===== src/rtl/axis_ramp_pkt_checker_pkg.sv =====
// Shared types and constants for the ramp packet checker and its LFSR.
package axis_ramp_chk_pkg;

    typedef enum logic [1:0] {
        IDLE  = 2'd0,
        CHECK = 2'd1,
        DRAIN = 2'd2
    } state_t;

    localparam logic [15:0] LFSR_SEED = 16'hACE1;
    // Taps 16,14,13,11 expressed as bit positions 0,2,3,5 of a right-shifting register
    localparam logic [15:0] LFSR_TAPS = 16'h002D;

endpackage


===== src/rtl/axis_ramp_pkt_checker_lfsr.sv =====
// Free-running 16-bit Fibonacci LFSR; low OUT_W bits of the state are exposed.
module axis_lfsr16
    import axis_ramp_chk_pkg::*;
#(
    parameter logic [15:0] SEED  = LFSR_SEED,
    parameter int          OUT_W = 16
) (
    input  logic             clk,
    input  logic             reset,
    output logic [OUT_W-1:0] rnd
);
    logic [15:0] lfsr;

    always_ff @(posedge clk or posedge reset) begin
        if (reset) begin
            lfsr <= SEED;
        end else begin
            lfsr <= {^(lfsr & LFSR_TAPS), lfsr[15:1]};
        end
    end

    assign rnd = lfsr[OUT_W-1:0];
endmodule


===== config.mk =====
export PLATFORM = sky130hd
export DESIGN_NAME = axis_lfsr16
export DESIGN_NICKNAME = d
export VERILOG_FILES = /design/src/rtl/axis_ramp_pkt_checker_pkg.sv /design/src/rtl/axis_ramp_pkt_checker_lfsr.sv
export SDC_FILE = /design/constraint.sdc
export NUM_CORES = 1
export LEC_CHECK = 0
export ABC_AREA = 1
export CAP_MARGIN = 40
export CORE_AREA = 2 2 39 41
export CTS_CLUSTER_SIZE = 14
export DETAILED_ROUTE_END_ITERATION = 16
export DIE_AREA = 0 0 41 43
export PLACE_DENSITY_LB_ADDON = 0.12
export SLEW_MARGIN = 20
export SYNTH_ARGS = -nofsm -noshare
export SYNTH_HDL_FRONTEND = slang
export SYNTH_SLANG_ARGS = --single-unit

===== constraint.sdc =====
create_clock -name clk -period 1.5 [get_ports clk]
set_input_delay 0.225 -clock clk [delete_from_list [all_inputs] [get_ports clk]]
set_output_delay 0.225 -clock clk [all_outputs]
set_load 0.01 [all_outputs]

Yosys cells after proc, flatten, opt, wreduce, memory -nomap -nowiden:

Index checks and enable logic that the tools add are counted.

* flip-flop bits (word level): 16
* input bits: 2
* output and inout bits: 16
* word-level logic and storage cells: 2

* reductions and logical operators: 1

Operator list (count)
* $reduce_xor A16 Y1: 1

Longest topological paths before layout:

Gate-level depths: netlist of the first run.

* word-level depth: 1
* gate-level depth with buffers: 5
* gate-level depth less buffers: 5

Worst setup path before layout of the first run:

No wires, ideal clock.

* path kind: flip-flop to flip-flop
* start: reg lfsr[5] (netlist: rnd[5])
* end: reg lfsr[15] (netlist: rnd[15])
* setup time: 75 ps
* arrival time: 788 ps
* path slack: 637 ps
* cell stages (with the launch flop): 6
* path buffers: 0
* clock period less this slack: 863 ps
* cell sequence: dfstp_2 > inv_1 > nand2_1 > nand2_1 > nand2_1 > nand2_1

* cells in the longest elaborated chain, start to end: 1

Ends and longest elaborated chain
* start, declared: RTL line axis_ramp_pkt_checker_lfsr.sv:12 `logic [15:0] lfsr;`
* start signal, assigned: RTL line axis_ramp_pkt_checker_lfsr.sv:18 `lfsr <= {^(lfsr & LFSR_TAPS), lfsr[15:1]};`
* $reduce_xor A16 Y1: RTL line axis_ramp_pkt_checker_lfsr.sv:18

No other way between the ends.

Final worst setup path of the first run:

* start: reg lfsr[2] (netlist: rnd[2])
* end: out rnd[2]

RTL lines
* end, declared: RTL line axis_ramp_pkt_checker_lfsr.sv:10 `output logic [OUT_W-1:0] rnd`

No word-level cell between the ends.

==> metrics.txt, run 1 <==
status=completed; fmax=0.701 GHz; Slowest cell on crit path=clkdlybuf4s50_1; cells on worst reg2reg path=6; synthesized instance count=32; CTS root buffer=clkbuf_4; 1st-iter DRT viols=4; CTS tree=done; Peak VDD IR=0.566 mV; Layout fillers=131; Final #Nets=58; initial antenna violation count=0; fin worst setup slack=73.3 ps; first-pass GRT wire length=1240 um; Vert. Die Dim=43 um; drt first pass iters=3; commonest cells after routing, fill and taps aside=8 x nand2_1, 8 x clkdlybuf4s50_1, 8 x dlygate4sd2_1, 8 x dfstp_2, 8 x dfrtp_1; GRT Overall Usage=11.6%; CP top delay family=buffers and inverters; CTS Buf Count=3; Clock transition at path regs=90 ps; Antenna diodes=0; Max stage delay on crit path=540 ps; Seq/Total Area, Yosys=a little under nine tenths; Mapped Nets=34; Yosys top cell area share=44.0%; Area contributors post-synth=dfstp_2 44%, dfrtp_1 42%, nand2_1 6.3%; Worst Max-Slew Pin Slew=541 ps; dpl cell area=668 um^2; DR WL/cell=11.0 um; Largest register FFs=16; Final Critical Period=1430 ps; pwr/cell area=about 1000 nW/um^2; Post-Place Worst Slack=176 ps; Fin. Hold Viols=0; synthesis-to-layout area growth=49.0%; largest net degree at the start of global routing=17; grt ovf=0; Worst Setup End Kind=output pin; vias in the first global route=288; Max-Cap Viols=0; remaining antenna violation count=0; compound-gate portion of the synthesized area=0%; unrepaired setup endpoints after global routing=false; Rel. slew slack=63.9%; DIE WIDTH=roughly 40 um; WP data required=1270 ps; distinct cell type count after synthesis=7; post-synthesis xor/xnor area fraction=1.83%; number of H-tree levels=1; Reg2Reg Setup Slack=570 ps; CTS max path bufs=2; mux cell area share after synthesis=0%; share of layout cells above drive strength 1=27.3%; site row count=14; final design instance area without fill=712 um^2; Synth Warn #=0; Crit Path Class=register to output pin; port bufs=17; Sink Count=16; Critical path buffers and inverters=1; CORE AREA=1380 um^2; crit-path cells=clkdlybuf4s50_1; worst hold path type=primary input to async pin; die area=1760 um^2; fin. max-slew vios=0; worst r2r src=rnd[2]; area of the mapped netlist=478 um^2; post-synth top area cell=dfstp_2; largest family of logic cells by synthesized area=simple AND/OR/NAND/NOR gates; post-route total power=712 uW; worst-skew pair later-pin latency=270 ps; Critical R2R Capture=rnd[15]; half-perimeter wire length after placement=between 500 and 600 um; post-synthesis simple-gate area fraction=8.38%; routability cong.=~0.62; Worst Skew=2.32 ps; Top Ports=18; Synth Area in Adders=0%; synthesized flop and latch total=16; Arr. time, crit path=roughly 1200 ps; worst-path fanout max=3; Setup TNS Final=0 ps; Residual DRC=0; Initial Util=between 30 and 40%; Tcrit/Tclk final=95.1%; Avg Inst Size Synth=roughly 15 um^2; via/cell ratio=~4.1; Static Leak=0.391 nW; via count=291; hold_ws=288 ps; crit path launch type=register; WL final=779 um; final setup fails=0
worst reg2reg max path, stage by stage, from the launching register on:
cell	delay, ps
dfrtp_1	410
buf_4	150
nand2_1	70
inv_1	40
nor2_1	80
nand2_1	60
nand2_1	70
power breakdown:
| group | switching (mW) | internal, mW | total [mW] | leakage (nW) |
|---|---|---|---|---|
| logic | 0.00747 | 0.00242 | 0.00990 | 0.175 |
| registers | 0 | 0.432 | 0.432 | 0.194 |
| clock network | 0.122 | 0.147 | 0.270 | 0.0210 |
kinds of logic after synthesis:
family,after synthesis
flip-flops,16
buffers and inverters,5
AND/OR/NAND/NOR,10
XOR/XNOR,1
stage by stage:
step                      instances  util (%)
after floorplan                  32         -
after global placement           65      48.3
after detailed placement         65      48.3
after CTS                        69      50.2
after global routing             71      51.4
final                            71      51.4
routing by layer:
layer	GRT usage [%]	vias to the layer above	share of wire (%)
li1	-	139	-
met1	13.8	138	40
met2	16.3	12	52
met3	4.71	2	6.9
met4	8.00	0	0.90
met5	0	-	0
final cells by class:
type | count | area, um^2 | area share [%]
Inverter | 5 | 18.8 | 2.64
Sequential cell | 16 | 410 | 57.6
Tap cell | 16 | 20.0 | 2.81
Timing Repair Buffer | 19 | 178 | 25.0
Clock buffer | 4 | 36.3 | 5.10
Multi-Input combinational cell | 11 | 48.8 | 6.85
worst max-delay path by stage:
| stage | startpoint | endpoint | slack, ps | depth (start not counted) |
|---|---|---|---|---|
| 6_report | rnd[2] | rnd[2] | 70 | 1 |
| 5_1_grt | rnd[2] | rnd[2] | 10 | 1 |
| 4_1_cts | rnd[2] | rnd[2] | 20 | 1 |
| 3_5_place_dp | rnd[5] | rnd[5] | 180 | 1 |
| 3_3_place_gp | rnd[5] | rnd[5] | 200 | 1 |
| 2_1_floorplan | rnd[5] | rnd[15] | 640 | 5 |
synth_stat cells:
master / count
nand2_1: 8
inv_1: 5
xnor2_1: 1
dfrtp_1: 8
nor2_2: 1
nor2_1: 1
dfstp_2: 8
timing repair:
action / CTS / global route
setup buffers: 0 / 2
hold buffers: 0 / 0
endpoints found under the setup margin: 8 / 2
resized for setup: 8 / 1
(Power assumes the default switching activity.)
==> run 2: changes to the inputs <==
- TNS_END_PERCENT: not set -> 30
==> metrics.txt, run 2 (same netlist as run 1, synthesis figures left out) <==
Max-Cap Viols=0; DIE WIDTH=41 um; Worst Max-Slew Pin Slew=~540 ps; vias in the first global route=288; Arr. time, crit path=1190 ps; commonest cells after routing, fill and taps aside=8 x nand2_1, 8 x clkdlybuf4s50_1, 8 x dlygate4sd2_1, 8 x dfstp_2, 8 x dfrtp_1; Worst Skew=around 2.6 ps; Slowest cell on crit path=clkdlybuf4s50_1; via count=291; CTS Buf Count=3; Setup TNS Final=0 ps; Fin. Hold Viols=0; crit path launch type=register; dpl cell area=between 600 and 700 um^2; cts hold-fix bufs=0; hold_ws=around 290 ps; worst-skew pair later-pin latency=around 280 ps; Clock transition at path regs=90 ps; Antenna diodes=0; worst hold path type=primary input to async pin; Max stage delay on crit path=between 500 and 600 ps; final setup fails=0; via/cell ratio=around 4.2; fmax=between 0.7 and 0.8 GHz; Critical path buffers and inverters=1; Reg2Reg Setup Slack=~570 ps; Static Leak=0.385 nW; Largest register FFs=16; Rel. slew slack=63.8%; half-perimeter wire length after placement=578 um; Post-Place Worst Slack=176 ps; number of H-tree levels=1; Residual DRC=0; 1st-iter DRT viols=4; drt first pass iters=4; routability cong.=between 0.6 and 0.7; initial antenna violation count=0; port bufs=17; pwr/cell area=a little over 1000 nW/um^2; worst-path fanout max=3; WL final=763 um; Final #Nets=57; Initial Util=around 35%; GRT Overall Usage=11.6%; Top Ports=18; crit-path cells=clkdlybuf4s50_1; placed cell count=65; fin. max-slew vios=0; Crit Path Class=register to output pin; Sink Count=16; Worst Setup End Kind=output pin; WP data required=around 1300 ps; fin worst setup slack=between 80 and 90 ps; CORE AREA=1380 um^2; CP top delay family=buffers and inverters; unrepaired setup endpoints after global routing=false; final design instance area without fill=approximately 700 um^2; remaining antenna violation count=0; Vert. Die Dim=43 um; largest net degree at the start of global routing=17; CTS max path bufs=2; first-pass GRT wire length=1240 um; DR WL/cell=roughly 11 um; Tcrit/Tclk final=94.5%; die area=~1800 um^2; site row count=14; status=completed; share of layout cells above drive strength 1=approximately 26%; synthesis-to-layout area growth=47.4%; Peak VDD IR=0.566 mV; Layout Cells excl Fill=70; CTS tree=done; Final Critical Period=1420 ps; grt ovf=0; CTS root buffer=clkbuf_4
## run 2: changes by cell type in the layout (fill, tap and decap cells not counted), sizes merged
| cell | before | now |
|---|---|---|
| buf | 2 | 1 |
## run 2: through the flow
| stage | power (mW) | utilization [%] |
|---|---|---|
| 3_3_place_gp | 0.450 | 48.3 |
| 5_1_grt | 0.754 | 50.9 |
| 6_report | 0.713 | 50.9 |
| 2_1_floorplan | 0.446 | - |
| 4_1_cts | 0.723 | 50.2 |
| 3_5_place_dp | 0.450 | 48.3 |
## run 2: what timing repair did
item	in CTS	in global routing
resized for setup	8	1
endpoints found under the setup margin	8	2
buffers inserted	0	1
## run 2: layout make-up
type,count,area (um^2)
clock buffer,4,36.3
inverter,5,18.8
multi-input combinational,11,48.8
timing repair buffer,18,170
sequential,16,410
tap,16,20.0
fill,131,679
## run 2: worst paths after layout
path | cells past startpoint | start | to
setup / recovery | 1 | rnd[2] | rnd[2]
max in group asynchronous | 2 | reset | rnd[13]
min in group clk | 0 | rnd[6] | rnd[5]
setup reg to reg | 6 | rnd[2] | rnd[15]
hold / removal | 2 | reset | rnd[4]
hold reg to reg | 0 | rnd[6] | rnd[5]
## run 2: per-layer routing
| metal | routed length (um) | GRT usage (%) | vias to the layer above |
|---|---|---|---|
| li1 | - | - | 136 |
| met1 | 307 | 13.8 | 137 |
| met2 | 386 | 16.3 | 16 |
| met3 | 62 | 4.71 | 2 |
| met4 | 7 | 8.00 | 0 |
| met5 | 0 | 0 | - |
## run 2: power by group
part	total [mW]	leakage [nW]	internal (mW)	switching, mW
Clock	0.270	0.0210	0.148	0.123
Sequential	0.432	0.194	0.432	0
Combinational	0.00990	0.170	0.00242	0.00748
